**config.mk**
```make
export PLATFORM = sky130hd
export DESIGN_NAME = fetch_sequencer_flat
export DESIGN_NICKNAME = d
export VERILOG_FILES = /design/src/rtl/fetch_pkg.sv /design/src/rtl/fetch_sequencer_if.sv /design/src/rtl/fetch_sequencer_branch_target_unit.sv /design/src/rtl/fetch_sequencer.sv /design/src/flat_wrapper.sv
export SDC_FILE = /design/constraint.sdc
export NUM_CORES = 1
export LEC_CHECK = 0
export CAP_MARGIN = 40
export CORE_MARGIN = 2
export CORE_UTILIZATION = 50
export DETAILED_ROUTE_END_ITERATION = 16
export PLACE_DENSITY = 0.95
export SLEW_MARGIN = 20
export SYNTH_ARGS = -nofsm -noshare
export SYNTH_HDL_FRONTEND = slang
export SYNTH_SLANG_ARGS = --single-unit
export TNS_END_PERCENT = 1
```
**constraint.sdc**
```tcl
create_clock -name clock -period 3.5 [get_ports clock]
set_clock_uncertainty 0.05 [all_clocks]
set_input_delay 0.525 -clock clock [delete_from_list [all_inputs] [get_ports clock]]
set_output_delay 0.525 -clock clock [all_outputs]
set_load 0.01 [all_outputs]
```
**src/rtl/fetch_pkg.sv**
```systemverilog
// fetch_pkg: shared state encoding and fetch constants for the fetch sequencer
package fetch_pkg;
   typedef enum logic [1:0] {IDLE, REQ, HOLD, SQUASH} fetchState_t;
   localparam int INST_BYTES = 4;
   localparam int WORD_SHIFT = 2;
   localparam logic [31:0] RESET_PC_DEFAULT = 32'h0000_0000;
endpackage

```
**src/rtl/fetch_sequencer_if.sv**
```systemverilog
// fetch_sequencer_if: instruction-memory req/ack and decode valid/ready bundle
interface fetch_sequencer_if #(parameter int ADDR_W = 32);
   logic              imemReq;
   logic [ADDR_W-1:0] imemAddr;
   logic              imemAck;
   logic [31:0]       imemData;
   logic              instValid;
   logic [31:0]       instruction;
   logic [ADDR_W-1:0] instPc;
   logic              instReady;
   modport master (output imemReq, imemAddr, instValid, instruction, instPc, input imemAck, imemData, instReady);
   modport slave (input imemReq, imemAddr, instValid, instruction, instPc, output imemAck, imemData, instReady);
endinterface

```
**src/rtl/fetch_sequencer_branch_target_unit.sv**
```systemverilog
// branch_target_unit: resolves branch direction and word-offset target, shared with execute
module branch_target_unit
   import fetch_pkg::*;
#(
   parameter int ADDR_W = 32
) (
   input  logic              brValid,
   input  logic              branchFlag,
   input  logic              unconditionalBranchFlag,
   input  logic              zeroFlag,
   input  logic [ADDR_W-1:0] brPc,
   input  logic [ADDR_W-1:0] pcOffsetFilled,
   output logic              taken,
   output logic [ADDR_W-1:0] target
);
   // CBZ-style conditional or unconditional; target wraps modulo 2^ADDR_W
   always_comb begin
      taken  = brValid & ((branchFlag & zeroFlag) | unconditionalBranchFlag);
      target = brPc + (pcOffsetFilled << WORD_SHIFT);
   end
endmodule

```
**src/rtl/fetch_sequencer.sv**
```systemverilog
// fetch_sequencer: PC owner and one-deep fetch buffer; FETCH_STATS_EN adds fetch/squash counters
module fetch_sequencer
   import fetch_pkg::*;
#(
   parameter int                ADDR_W   = 32,
   parameter logic [ADDR_W-1:0] RESET_PC = RESET_PC_DEFAULT
) (
   input  logic              clock,
   input  logic              resetN,
   input  logic              brValid,
   input  logic              branchFlag,
   input  logic              unconditionalBranchFlag,
   input  logic              zeroFlag,
   input  logic [ADDR_W-1:0] brPc,
   input  logic [ADDR_W-1:0] pcOffsetFilled,
   fetch_sequencer_if.master bus,
   output logic [31:0]       fetchCount,
   output logic [31:0]       squashCount
);
   fetchState_t       state;
   logic [ADDR_W-1:0] pc;
   logic [ADDR_W-1:0] squashAddr;
   logic              taken;
   logic [ADDR_W-1:0] target;

   branch_target_unit #(.ADDR_W(ADDR_W)) btu (
      .brValid(brValid),
      .branchFlag(branchFlag),
      .unconditionalBranchFlag(unconditionalBranchFlag),
      .zeroFlag(zeroFlag),
      .brPc(brPc),
      .pcOffsetFilled(pcOffsetFilled),
      .taken(taken),
      .target(target)
   );

   // request stays up at the stale address in SQUASH since it cannot be withdrawn; valid is killed combinationally by a redirect
   always_comb begin
      bus.imemReq   = (state == REQ) | (state == SQUASH);
      bus.imemAddr  = (state == SQUASH) ? squashAddr : pc;
      bus.instValid = (state == HOLD) & ~taken;
   end

   // fetch FSM: pc redirect, buffer capture and wrong-path discard
   always_ff @(posedge clock or negedge resetN) begin
      if (!resetN) begin
         state           <= IDLE;
         pc              <= RESET_PC;
         squashAddr      <= '0;
         bus.instruction <= '0;
         bus.instPc      <= '0;
      end else begin
         case (state)
            IDLE: begin
               pc    <= taken ? target : pc;
               state <= REQ;
            end
            REQ: begin
               if (taken) begin
                  pc <= target;
                  if (!bus.imemAck) begin
                     squashAddr <= pc;
                     state      <= SQUASH;
                  end
               end else if (bus.imemAck) begin
                  bus.instruction <= bus.imemData;
                  bus.instPc      <= pc;
                  pc              <= pc + ADDR_W'(INST_BYTES);
                  state           <= HOLD;
               end
            end
            HOLD: begin
               if (taken) begin
                  pc    <= target;
                  state <= REQ;
               end else if (bus.instReady) begin
                  state <= REQ;
               end
            end
            SQUASH: begin
               if (taken) pc <= target;
               if (bus.imemAck) state <= REQ;
            end
         endcase
      end
   end

`ifdef FETCH_STATS_EN
   logic deliver;
   logic drop;
   assign deliver = bus.instValid & bus.instReady;
   assign drop    = (taken & ((state == HOLD) | ((state == REQ) & bus.imemAck))) | ((state == SQUASH) & bus.imemAck);

   // wrapping counts of delivered instructions and discarded buffers/responses
   always_ff @(posedge clock or negedge resetN) begin
      if (!resetN) begin
         fetchCount  <= '0;
         squashCount <= '0;
      end else begin
         fetchCount  <= fetchCount + 32'(deliver);
         squashCount <= squashCount + 32'(drop);
      end
   end
`else
   assign fetchCount  = '0;
   assign squashCount = '0;
`endif
endmodule

```
**src/flat_wrapper.sv**
```systemverilog
// flat-port wrapper written by rule: the top's interface ports become plain ports
module fetch_sequencer_flat import fetch_pkg::*;
#(
   parameter int                ADDR_W   = 32,
   parameter logic [ADDR_W-1:0] RESET_PC = RESET_PC_DEFAULT
)
  (clock, resetN, brValid, branchFlag, unconditionalBranchFlag, zeroFlag, brPc, pcOffsetFilled, fetchCount, squashCount, bus_imemReq, bus_imemAddr, bus_instValid, bus_instruction, bus_instPc, bus_imemAck, bus_imemData, bus_instReady);
  fetch_sequencer_if #(.ADDR_W(ADDR_W)) bus_i ();
  input  logic clock;
  input  logic resetN;
  input  logic brValid;
  input  logic branchFlag;
  input  logic unconditionalBranchFlag;
  input  logic zeroFlag;
  input  logic [ADDR_W-1:0] brPc;
  input  logic [ADDR_W-1:0] pcOffsetFilled;
  output logic [31:0] fetchCount;
  output logic [31:0] squashCount;
  output wire logic [$bits(bus_i.imemReq)-1:0] bus_imemReq;
  output wire logic [$bits(bus_i.imemAddr)-1:0] bus_imemAddr;
  output wire logic [$bits(bus_i.instValid)-1:0] bus_instValid;
  output wire logic [$bits(bus_i.instruction)-1:0] bus_instruction;
  output wire logic [$bits(bus_i.instPc)-1:0] bus_instPc;
  input wire logic [$bits(bus_i.imemAck)-1:0] bus_imemAck;
  input wire logic [$bits(bus_i.imemData)-1:0] bus_imemData;
  input wire logic [$bits(bus_i.instReady)-1:0] bus_instReady;
  assign bus_imemReq = bus_i.imemReq;
  assign bus_imemAddr = bus_i.imemAddr;
  assign bus_instValid = bus_i.instValid;
  assign bus_instruction = bus_i.instruction;
  assign bus_instPc = bus_i.instPc;
  assign bus_i.imemAck = bus_imemAck;
  assign bus_i.imemData = bus_imemData;
  assign bus_i.instReady = bus_instReady;
  fetch_sequencer #(.ADDR_W(ADDR_W), .RESET_PC(RESET_PC)) u_core (.clock(clock), .resetN(resetN), .brValid(brValid), .branchFlag(branchFlag), .unconditionalBranchFlag(unconditionalBranchFlag), .zeroFlag(zeroFlag), .brPc(brPc), .pcOffsetFilled(pcOffsetFilled), .bus(bus_i), .fetchCount(fetchCount), .squashCount(squashCount));
endmodule
```
**Word level (Yosys, flattened, before mapping)**

Index checks and enable logic that the tools add are counted.

- Register bits after elaboration: 130
- Latch bits: 0
- RAM bits: 0
- Bits in read-only memories: 0
- Input bits: 104
- Output and inout bits: 162
- Memories: 0

- Add/sub/neg operators: 2
- Multipliers: 0
- Divide/modulo/power cells: 0
- $lt $le $gt $ge: 0
- Eq/ne operators: 8
- Shift-type cells: 0
- Muxes and demuxes: 12
- Bitwise operators: 7
- Reduce and logical (&&, ||, !) cells: 6

Operators with widths:

| cell | number |
|---|---|
| $mux W32 | 4 |
| $pmux W32 S2 | 1 |
| $add A32 B3 Y32 const B | 1 |
| $add A32 B32 Y32 | 1 |
| $mux W2 | 6 |
| $pmux W2 S4 | 1 |
| $ne A3 B2 Y1 const B | 2 |
| $reduce_and A3 Y1 | 2 |
| $eq A2 B2 Y1 const B | 2 |
| $reduce_and A4 Y1 | 1 |
| $and A1 B1 Y1 | 3 |
| $ne A3 B3 Y1 const B | 1 |
| $reduce_or A3 Y1 | 1 |
| $eq A2 B1 Y1 const B | 1 |
| $logic_not A2 Y1 | 1 |
| $ne A2 B1 Y1 const B | 1 |
| $ne A2 B2 Y1 const B | 1 |
| $not A1 Y1 | 2 |
| $or A1 B1 Y1 | 2 |
| $reduce_and A2 Y1 | 1 |

**Logic depth before layout (Yosys ltp)**

Gate-level depths: netlist of the first run.

- Word-level depth: 5
- Mapped depth: 10

**Modules after synthesis**

A second synthesis of the first run with hierarchy kept.

- Cell total of the unflattened synthesis: 747
- Area, all modules: 8,037.7 um^2

By module, submodules not included:

| module | times used | cells an instance | area each (um^2) | sequential area each (um^2) |
|---|---|---|---|---|
| fetch_sequencer | 1 | 519 | 6,366.1 | 3,253.1 |
| branch_target_unit | 1 | 228 | 1,671.6 | 0.0 |

**Least setup slack after synthesis of the first run**

No wires, ideal clock.

- Path type: input to register
- From: in brPc[2]
- To: reg u_core.pc[26]
- Setup time: 0.128 ns
- Data arrival time: 2.785 ns
- Data required time: 3.322 ns
- Setup slack: 0.536 ns
- Stages: 10
- Path buffers: 0
- Cells stage by stage: ha_1 -> fa_1 -> a211oi_2 -> nor2_1 -> o41a_1 -> a211o_1 -> o211ai_2 -> a21oi_2 -> o31ai_1 -> nor3b_2

- Word-level cells in the longest chain between the ends: 3

Ends and longest elaborated chain:

| element | line | source |
|---|---|---|
| from (decl) | flat_wrapper.sv:15 | `input logic [ADDR_W-1:0] brPc;` |
| $add A32 B32 Y32 (*) | fetch_sequencer_branch_target_unit.sv:19 | `target = brPc + (pcOffsetFilled << WORD_SHIFT);` |
| $mux W32, on equally long branches | -- |  |
| $pmux W32 S2 (*) | fetch_sequencer.sv:53 | `case (state)` |
| to (signal assigned) | fetch_sequencer.sv:55 | `pc <= taken ? target : pc;` |
| to (signal assigned) | fetch_sequencer.sv:74 | `pc <= target;` |
| to (signal assigned) | fetch_sequencer.sv:81 | `if (taken) pc <= target;` |
| to (decl) | fetch_sequencer.sv:21 | `logic [ADDR_W-1:0] pc;` |

Every way passes the cells marked *; elsewhere a longest branch is shown, timed or not. The select of a mux whose other input is x is not followed.
A chain may end at the register's enable or synchronous reset.

**Final worst setup path of the first run**

Same ends and word-level chain as after synthesis.

==> impl_metrics.prom, run 1 <==
# TYPE chip_impl_metric gauge
chip_impl_info{name="outcome",value="finished clean"} 1
chip_impl_metric{name="synth_compound_area_frac",unit=""} 0.132
chip_impl_metric{name="clkTransAtPathRegs",unit="ns"} 0.06
chip_impl_metric{name="timing_worst_slew_pin_value",unit="ns"} 0.726
chip_impl_metric{name="fp.dieH",unit="um"} 131
chip_impl_metric{name="maxCapViolations",unit=""} 0
chip_impl_metric{name="worstPathRequired",unit="ns"} 3.75
chip_impl_metric{name="finish.utilization",unit=""} 0.678
chip_impl_metric{name="peakVddDrop",unit="V"} 0.000347
chip_impl_metric{name="coreArea",unit="um^2"} 15800
chip_impl_metric{name="floorplan.initialDensity",unit=""} 0.508
chip_impl_metric{name="n_antenna_cell",unit=""} 0
chip_impl_metric{name="synth_xor_xnor_area_share",unit=""} 0.0371
chip_impl_metric{name="timing_max_transition_violations_final",unit=""} 0
chip_impl_metric{name="worstPathArrival",unit="ns"} 3.27
chip_impl_metric{name="dpl-instance-area",unit="um^2"} 10100
chip_impl_metric{name="synth_sequential_area_ratio",unit=""} 0.406
chip_impl_info{name="worst-setup-path-type",value="in -> reg"} 1
chip_impl_metric{name="ios",unit=""} 266
chip_impl_metric{name="antenna_left",unit=""} 0
chip_impl_metric{name="grt_util_all_layers",unit=""} 0.237
chip_impl_metric{name="grt_max_degree",unit=""} 54
chip_impl_metric{name="place_hpwl",unit="mm"} 15.1
chip_impl_metric{name="avgViaCountPerCell",unit=""} 5.47
chip_impl_metric{name="syn_inst",unit=""} 768
chip_impl_metric{name="overall_overflow_remaining_after_global_route",unit=""} 0
chip_impl_metric{name="worst_skew_pair.late_latency",unit="ns"} 0.41
chip_impl_metric{name="dieWidth",unit="um"} 131
chip_impl_metric{name="finalSetupViolations",unit=""} 0
chip_impl_metric{name="tns",unit="ns"} 0
chip_impl_metric{name="vias",unit=""} 6531
chip_impl_metric{name="cellPowerDensity",unit="nW/um^2"} 772
chip_impl_metric{name="design_power_total",unit="W"} 0.00825
chip_impl_metric{name="firstDrtPassIters",unit=""} 5
chip_impl_metric{name="htree_num_levels",unit=""} 4
chip_impl_metric{name="globalplace.congestion",unit=""} 0.873
chip_impl_metric{name="cts.path.max_buffers",unit=""} 2
chip_impl_metric{name="layout_worst_path_cycle_share",unit=""} 0.865
chip_impl_info{name="cts_root_buffer",value="clkbuf_16"} 1
chip_impl_metric{name="drc",unit=""} 0
chip_impl_metric{name="postSynthAreaPerCell",unit="um^2"} 10.4
chip_impl_metric{name="grt_pass1_wl",unit="mm"} 31.7
chip_impl_info{name="worst_setup_path_end_kind",value="register"} 1
chip_impl_metric{name="async_flop_share",unit=""} 1.00
chip_impl_metric{name="num_rows",unit=""} 46
chip_impl_info{name="main_combinational_cell_family_by_area_after_synthesis",value="multiplexers"} 1
chip_impl_metric{name="fmaxAchievable",unit="GHz"} 0.330
chip_impl_metric{name="number_of_global_route_vias_before_repair",unit=""} 6312
chip_impl_metric{name="clock_sink_count",unit=""} 130
chip_impl_metric{name="cts_setup_buffers",unit=""} 0
chip_impl_metric{name="crit_fanout",unit=""} 4
chip_impl_metric{name="synth.lib_cells_used.distinct",unit=""} 69
chip_impl_metric{name="cts_buffers",unit=""} 17
chip_impl_metric{name="synth_enable_flop_cells",unit=""} 0
chip_impl_metric{name="muxShareOfSynthArea",unit=""} 0.188
chip_impl_metric{name="mappedNetlistArea",unit="um^2"} 8020
chip_impl_metric{name="post_synth_and_or_nand_nor_area_fraction",unit=""} 0.103
chip_impl_metric{name="hold_violations",unit=""} 0
chip_impl_info{name="startpoint_type",value="primary input"} 1
chip_impl_metric{name="ys_ff_latch",unit=""} 130
chip_impl_metric{name="drt_iter0_markers",unit=""} 518
chip_impl_info{name="hold_class",value="reg -> reg"} 1
chip_impl_metric{name="yosysWarnings",unit=""} 0
chip_impl_info{name="rsz0062_at_grt",value="no"} 1
chip_impl_info{name="ys.flop_type",value="dfrtp_1"} 1
chip_impl_metric{name="dieArea",unit="um^2"} 17100
chip_impl_metric{name="drt_wl_total",unit="mm"} 20.3
chip_impl_metric{name="slew_headroom",unit=""} 0.515
chip_impl_metric{name="finalNetCount",unit=""} 1100
chip_impl_metric{name="synth-adder-area-share",unit=""} 0.0493
chip_impl_metric{name="minimum_clock_period_after_layout",unit="ns"} 3.03
chip_impl_metric{name="layout_filler_cell_count",unit=""} 1136
chip_impl_metric{name="placement.io_buffers",unit=""} 199
chip_impl_metric{name="post_route_cells_drive_above_1_share",unit=""} 0.202
chip_impl_metric{name="p_leak",unit="nW"} 4.52
chip_impl_metric{name="finalInstanceArea",unit="um^2"} 10700
chip_impl_metric{name="post_drt_wl_per_cell",unit="um"} 17.0
chip_impl_metric{name="layout-area-overhead-vs-synth",unit="%"} 33.4
chip_impl_metric{name="grt_antenna_before_repair",unit=""} 0
chip_impl_info{name="clock_tree_from_tritoncts",value="done"} 1
==> critical path: stages <==
cell and delay (ns):
clkdlybuf4s50_1 0.40, ha_1 0.24, fa_1 0.41, a211oi_2 0.22, nor2_1 0.09, o41a_1 0.42
a211o_1 0.30, o211ai_2 0.18, a21oi_2 0.11, o31ai_1 0.30, nor3b_2 0.07
==> cell families after synthesis <==
group / after synthesis
compound gates: 162
xor+xnor: 34
fa+ha+maj: 31
buf+inv: 113
flops: 130
mux: 134
other cells: 1
simple gates: 163
==> timing repair <==
| action | 4_1_cts | 5_1_grt |
|---|---|---|
| hold buffers | 1 | 0 |
| resized for setup | 0 | 0 |
| hold endpoints to repair | 25 | 0 |
==> layout make-up <==
| cell class | count | area [um^2] | area share |
|---|---|---|---|
| multi-input combinational | 588 | 4340 | 0.405 |
| sequential | 130 | 3250 | 0.304 |
| timing repair buffer | 216 | 2160 | 0.202 |
| tap | 216 | 270 | 0.0253 |
| inverter | 12 | 45.0 | 0.00421 |
| clock buffer | 20 | 457 | 0.0427 |
| clock inverter | 12 | 171 | 0.0160 |
==> sequential cells by signal (all words and copies together), names as in the netlist <==
register                flops
u_core.state                2
u_core.bus.instruction     32
u_core.pc                  32
u_core.squashAddr          32
u_core.bus.instPc          32
==> cells in the mapped netlist (2+ instances only) <==
cell       instances  area [um^2]
o31ai_1            2         15.0
or3_1              3         18.8
and3_1            12         75.1
a22o_1             2         17.5
nand2_1           46          173
buf_4             65          488
nand3_1           18         90.1
nor2_1            37          139
o221ai_1           2         17.5
a31oi_1            7         43.8
o21ai_0           31          155
dfrtp_1          130         3250
a311oi_1           4         35.0
mux2_2           130         1460
a211oi_1           5         37.5
nand4b_1           2         17.5
xnor2_1           22          193
a31o_2             3         26.3
a21o_1            16          120
a211o_1            2         17.5
o2111ai_1          3         26.3
nor4_1             3         18.8
a21oi_2            4         35.0
nand4_1            8         50.1
buf_2              7         35.0
nand2b_1           3         18.8
inv_1             12         45.0
a21oi_1           52          260
ha_1              30          375
nor3_1            12         60.1
buf_1              6         22.5
and2_1             3         18.8
o211ai_1           2         15.0
clkbuf_1          22         82.6
o22ai_1            5         31.3
o21a_1             7         52.6
and4_1             3         26.3
o32a_1             2         20.0
mux2i_1            4         40.0
xor2_1            12          105
==> placed cells by master, fill, tap and decap left out, drive strengths merged, types with 4 or more instances in the layout <==
cell type and n:
and2 4, a31oi 7, inv 17, a21o 16, conb 64, xnor2 22, clkinv 4, a211oi 6
mux2 130, a311oi 4, a31o 4, nand3 18, and3 13, nor2 38, nand2 46, dfrtp 130
ha 30, clkdlybuf4s50 198, xor2 12, buf 17, o21ai 32, nor3 12, o21a 7, clkbuf 20
mux2i 4, a21oi 56, nand4 9, o22ai 5
==> power breakdown <==
part | internal [W] | switching (W)
clock | 0.00118 | 0.000680
combinational | 0.00208 | 0.00147
sequential | 0.00220 | 0.000641
==> final timing paths <==
path | endpoint | start | slack [ns] | cells after the start
worst max-delay path | u_core.pc[26] | brPc[2] | 0.47 | 11
worst min-delay path | u_core.squashAddr[6] | u_core.squashAddr[6] | 0.45 | 1
worst max register to register | u_core.pc[26] | u_core.pc[2] | 0.88 | 9
worst min register to register | u_core.squashAddr[6] | u_core.squashAddr[6] | 0.45 | 1
max in group asynchronous | u_core.bus.instPc[24] | resetN | 1.91 | 4
min in group asynchronous | u_core.bus.instPc[28] | resetN | 0.54 | 2
==> routing by layer <==
metal  vias up  wire [um]  global-route usage
met2       295      10000               0.393
met5         -          0                   0
met1      3151       8500               0.315
li1       3053          -                   -
met3        32       1370              0.0399
met4         0        404              0.0870
==> per-stage QoR <==
stage | cells | hold WS [ns] | setup slack [ns]
floorplan | 831 | 0.179 | 0.536
global placement | 1160 | 0.435 | 0.0441
detailed placement | 1161 | 0.407 | 0.0236
CTS | 1194 | 0.455 | 0.474
global route | 1194 | 0.462 | 0.291
finish | 1194 | 0.452 | 0.474
No activity file was read; power rests on OpenSTA's default activity.
==> run 2, diff against run 1 <==
--- a/config.mk
+++ b/config.mk
@@ -8,6 +8,7 @@
 export CAP_MARGIN = 40
 export CORE_MARGIN = 2
 export CORE_UTILIZATION = 50
+export CTS_CLUSTER_DIAMETER = 100
 export DETAILED_ROUTE_END_ITERATION = 16
 export PLACE_DENSITY = 0.95
 export SLEW_MARGIN = 20
==> results of run 2 <==
No change in the layout: final DEF, timing and power equal those of run 1.
==> patch 1: new RTL, config.mk and constraints of run 1 <==
Add a define of `FETCH_STATS_EN`.
--- a/src/rtl/fetch_sequencer.sv
+++ b/src/rtl/fetch_sequencer.sv
@@ -1,4 +1,6 @@
 // fetch_sequencer: PC owner and one-deep fetch buffer; FETCH_STATS_EN adds fetch/squash counters
+`define FETCH_STATS_EN
+
 module fetch_sequencer
    import fetch_pkg::*;
 #(
Function: changed (a bounded check fails within 4 cycles, from zero or initial values and one cycle with resetN low).
==> patch 1 against run 1 <==
Routed wire length up 37%; setup slack got worse by 0.023 ns; hold slack got worse by 0.36 ns; critical path depth is 7 lower; total power up 9.2%; highest routed layer unchanged; design area grew 31%; via count increased by 34%; synthesized cell count increased by 27%; synthesized area increased by 30%; sequential cell count increased by 64.
==> patch 1: results (changes against run 1) <==
* Post-synthesis cell type count at 65 (-5.8%)
* Starting DRT DRC Count at 644 (+24%)
* Slew at the pin with the worst max-slew slack at 0.721 ns (-0.00521 ns)
* Clk sinks at 194 (+49%)
* Sequential Area at 0.00485 mm2 (+49%)
* Layout cells sized above 1 at 0.156 (-0.0465)
* Fill cell count at 1420 (+25%)
* Leakage Power at 5.81 nW (+29%)
* Met2 routed WL at 14.0 mm (+40%)
* Sequential fraction of the synthesis area at 0.466 (+0.0599)
* Worst R2R End: u_core.fetchCount[26]
* Comb_multi_in at 724 (+23%)
* Status: finished, final reports clean
* Net Switching at 2.99 mW (+6.9%)
* Synth area leaders: dfrtp_1, mux2_2, xnor2_1, ha_1, nand2_1
* Met3 global-route usage at 0.0485 (+0.00856)
* Worst Reg-to-Reg Cells at 11 (+2)
* All-Layer GR Usage at 0.257 (+0.0200)
* Post-route met1 wirelength at 11.2 mm (+32%)
* Clock buf/inv share at 0.0414 (-0.0173)
* GPL Wtd Cong at 0.897 (+2.7%)
* Met2 usage at 0.451 (+0.0576)
* First-pass GRT wire length at 45.4 mm (+43%)
* CP Capture Point: bus_imemAddr[13]
* Critical Path Slowest Stage Cell: clkdlybuf4s50_1
* Clock Latency Late Sink at 0.43 ns (+0.02 ns)
* Nets at 1376 (+25%)
* Largest net degree at the start of global routing at 88 (+63%)
* Number of iterations in the first detailed-routing pass at 7 (+2)
* Hold Crit Class: in2async
* Metal3 WL at 1.91 mm (+40%)
* Layout non-clock buf frac at 0.201 (-0.00161)
* Biggest cell delay along the critical path at 0.50 ns (+0.08 ns)
* Non-Filler Instances at 1520 (+27%)
* WP data arrival at 2.47 ns (-0.80 ns)
* Critical path class: reg2out
* Gate Count Post-Synth at 977 (+27%)
* Top cells by count, synth: dfrtp_1, mux2_2, nand2_1
* CP Max Fanout at 24 (+20)
* Signal buffers at 282 (+31%)
* Sequential power at 3.54 mW (+24%)
* PortBufs at 263 (+32%)
* Worst vdd ir at 0.324 mV (-6.9%)
* Worst reg-to-reg setup slack at 0.83 ns (-0.05 ns)
* Worst path top cell family by delay: buffers and inverters
[patch 1: stage by stage]
| step | setup WS, ns | instance area, um2 | total power, mW | hold slack [ns] |
|---|---|---|---|---|
| global placement | 0.313 | 13400 | 6.95 | 0.408 |
| global route | 0.360 | 14000 | 9.45 | 0.132 |
| finish | 0.451 | 14000 | 9.01 | 0.0919 |
| floorplan | 0.497 | 10400 | 5.17 | 0.179 |
| CTS | 0.437 | 14000 | 9.05 | 0.118 |
| detailed placement | 0.233 | 13400 | 7.13 | 0.425 |
[patch 1: kinds of logic (layout without fill, tap and decap cells)]
family / Yosys count / after routing / synth area share
AO/OA/AOI/OAI: 159 / 159 / 0.0992
XOR/XNOR: 95 / 95 / 0.0798
adder cells (fa/ha/maj): 35 / 35 / 0.0427
buffers and inverters: 59 / 332 / 0.0248
flip-flops: 194 / 194 / 0.466
multiplexers: 129 / 129 / 0.139
AND/OR/NAND/NOR: 306 / 306 / 0.149
==> patch 2: new RTL, settings of run 1 <==
Made on the original files. Register the input `pcOffsetFilled` before use, without a reset. The logic sees it one clock later. The other inputs are not delayed to match.
--- a/src/rtl/fetch_sequencer.sv
+++ b/src/rtl/fetch_sequencer.sv
@@ -17,6 +17,13 @@
    output logic [31:0]       fetchCount,
    output logic [31:0]       squashCount
 );
+
+   logic [ADDR_W-1:0] pcOffsetFilled_q;
+
+   always_ff @(posedge clock) begin
+      pcOffsetFilled_q <= pcOffsetFilled;
+   end
+
    fetchState_t       state;
    logic [ADDR_W-1:0] pc;
    logic [ADDR_W-1:0] squashAddr;
@@ -29,7 +36,7 @@
       .unconditionalBranchFlag(unconditionalBranchFlag),
       .zeroFlag(zeroFlag),
       .brPc(brPc),
-      .pcOffsetFilled(pcOffsetFilled),
+      .pcOffsetFilled(pcOffsetFilled_q),
       .taken(taken),
       .target(target)
    );
Formal check against the unedited RTL: not equivalent (a bounded check fails within 4 cycles, from zero or initial values and one cycle with resetN low).
==> patch 2 against run 1 <==
First-iteration DRC count fell by 21%; sequential cell count rose by 30; combinational power down 3%; synthesized cell count is 12% higher; synthesized area up 12%; design area is 8.4% higher; highest routed layer unchanged; sequential share of layout area up 2.8 points; cell count rose by 8.4%; core utilization is 1.3 points lower; routed wire length is 14% higher; hold slack better by 0.0017 ns; setup slack got worse by 0.045 ns; total power rose by 1.1%.
==> patch 2: results (changes against run 1) <==
* Placed cell areas at 0.0110 mm2 (+9.2%)
* Post-DP HPWL at 17.4 mm (+15%)
* CP Max Fanout at 5 (+1)
* Mux cell area share after synthesis at 0.166 (-0.0211)
* Number of iterations in the first detailed-routing pass at 6 (+1)
* Synth async-reset ratio at 0.813 (-0.188)
* Power Density at 720 mW/mm2 (-6.7%)
* Slew HR at 0.539 (+0.0240)
* Status: finished, final reports clean
* Worst Reg-to-Reg Cells at 8 (-1)
* Met2 routed WL at 11.2 mm (+12%)
* Sequential fraction of the synthesis area at 0.430 (+0.0244)
* Synth area leaders: dfrtp_1, mux2_2, dfxtp_1, buf_4, ha_1
* Biggest cell delay along the critical path at 0.60 ns (+0.18 ns)
* Hold Worst Slack at 0.454 ns (+0.00170 ns)
* Sequential power at 3.03 mW (+6%)
* Maximum clock rate at 326 MHz (-1.5%)
* Worst reg-to-reg setup slack at 0.67 ns (-0.21 ns)
* Vias in the first global route at 7060 (+12%)
* Nets at 1191 (+8.3%)
* Metal3 WL at 2.06 mm (+51%)
* Fill cell count at 1303 (+15%)
* Leakage Power at 4.81 nW (+6.4%)
* Post-synthesis cell type count at 73 (+5.8%)
* WL per Instance at 17.9 um (+5.3%)
* Critical Path Slowest Stage Cell: o22ai_1
* R2R Path Start: u_core.pcOffsetFilled_q[0]
* Place WS at 0.0957 ns (+0.0722 ns)
* Layout cells sized above 1 at 0.191 (-0.0116)
* Largest net degree at the start of global routing at 72 (+33%)
* Post-route met1 wirelength at 9.41 mm (+11%)
-- patch 2: changes by cell type after synthesis, moves of 6 or more --
cell      delta
a21o_1       -6
clkbuf_1     +8
dfxtp_1     +30
nor4_1       +9
nand4_1      +8
and3_1       -8
nor2_1       -6
nand2_1     +17
nor3_1      +12
-- patch 2: area by class of cell --
| type | instances | area (um2) | share of cell area |
|---|---|---|---|
| multi-input combinational | 634 | 4570 | 0.394 |
| clock inverter | 14 | 154 | 0.0133 |
| tap | 225 | 282 | 0.0243 |
| inverter | 17 | 63.8 | 0.00551 |
| clock buffer | 18 | 439 | 0.0379 |
| sequential | 160 | 3850 | 0.332 |
| timing repair buffer | 226 | 2230 | 0.192 |
-- patch 2: worst register-to-register path, delay by kind of cell (launching register included) --
family,cells,cell delay [ns]
and+or+nand+nor,2,0.52
AOI/OAI and AO/OA,4,1.21
DFF,1,0.31
adders and majority gates,2,0.60
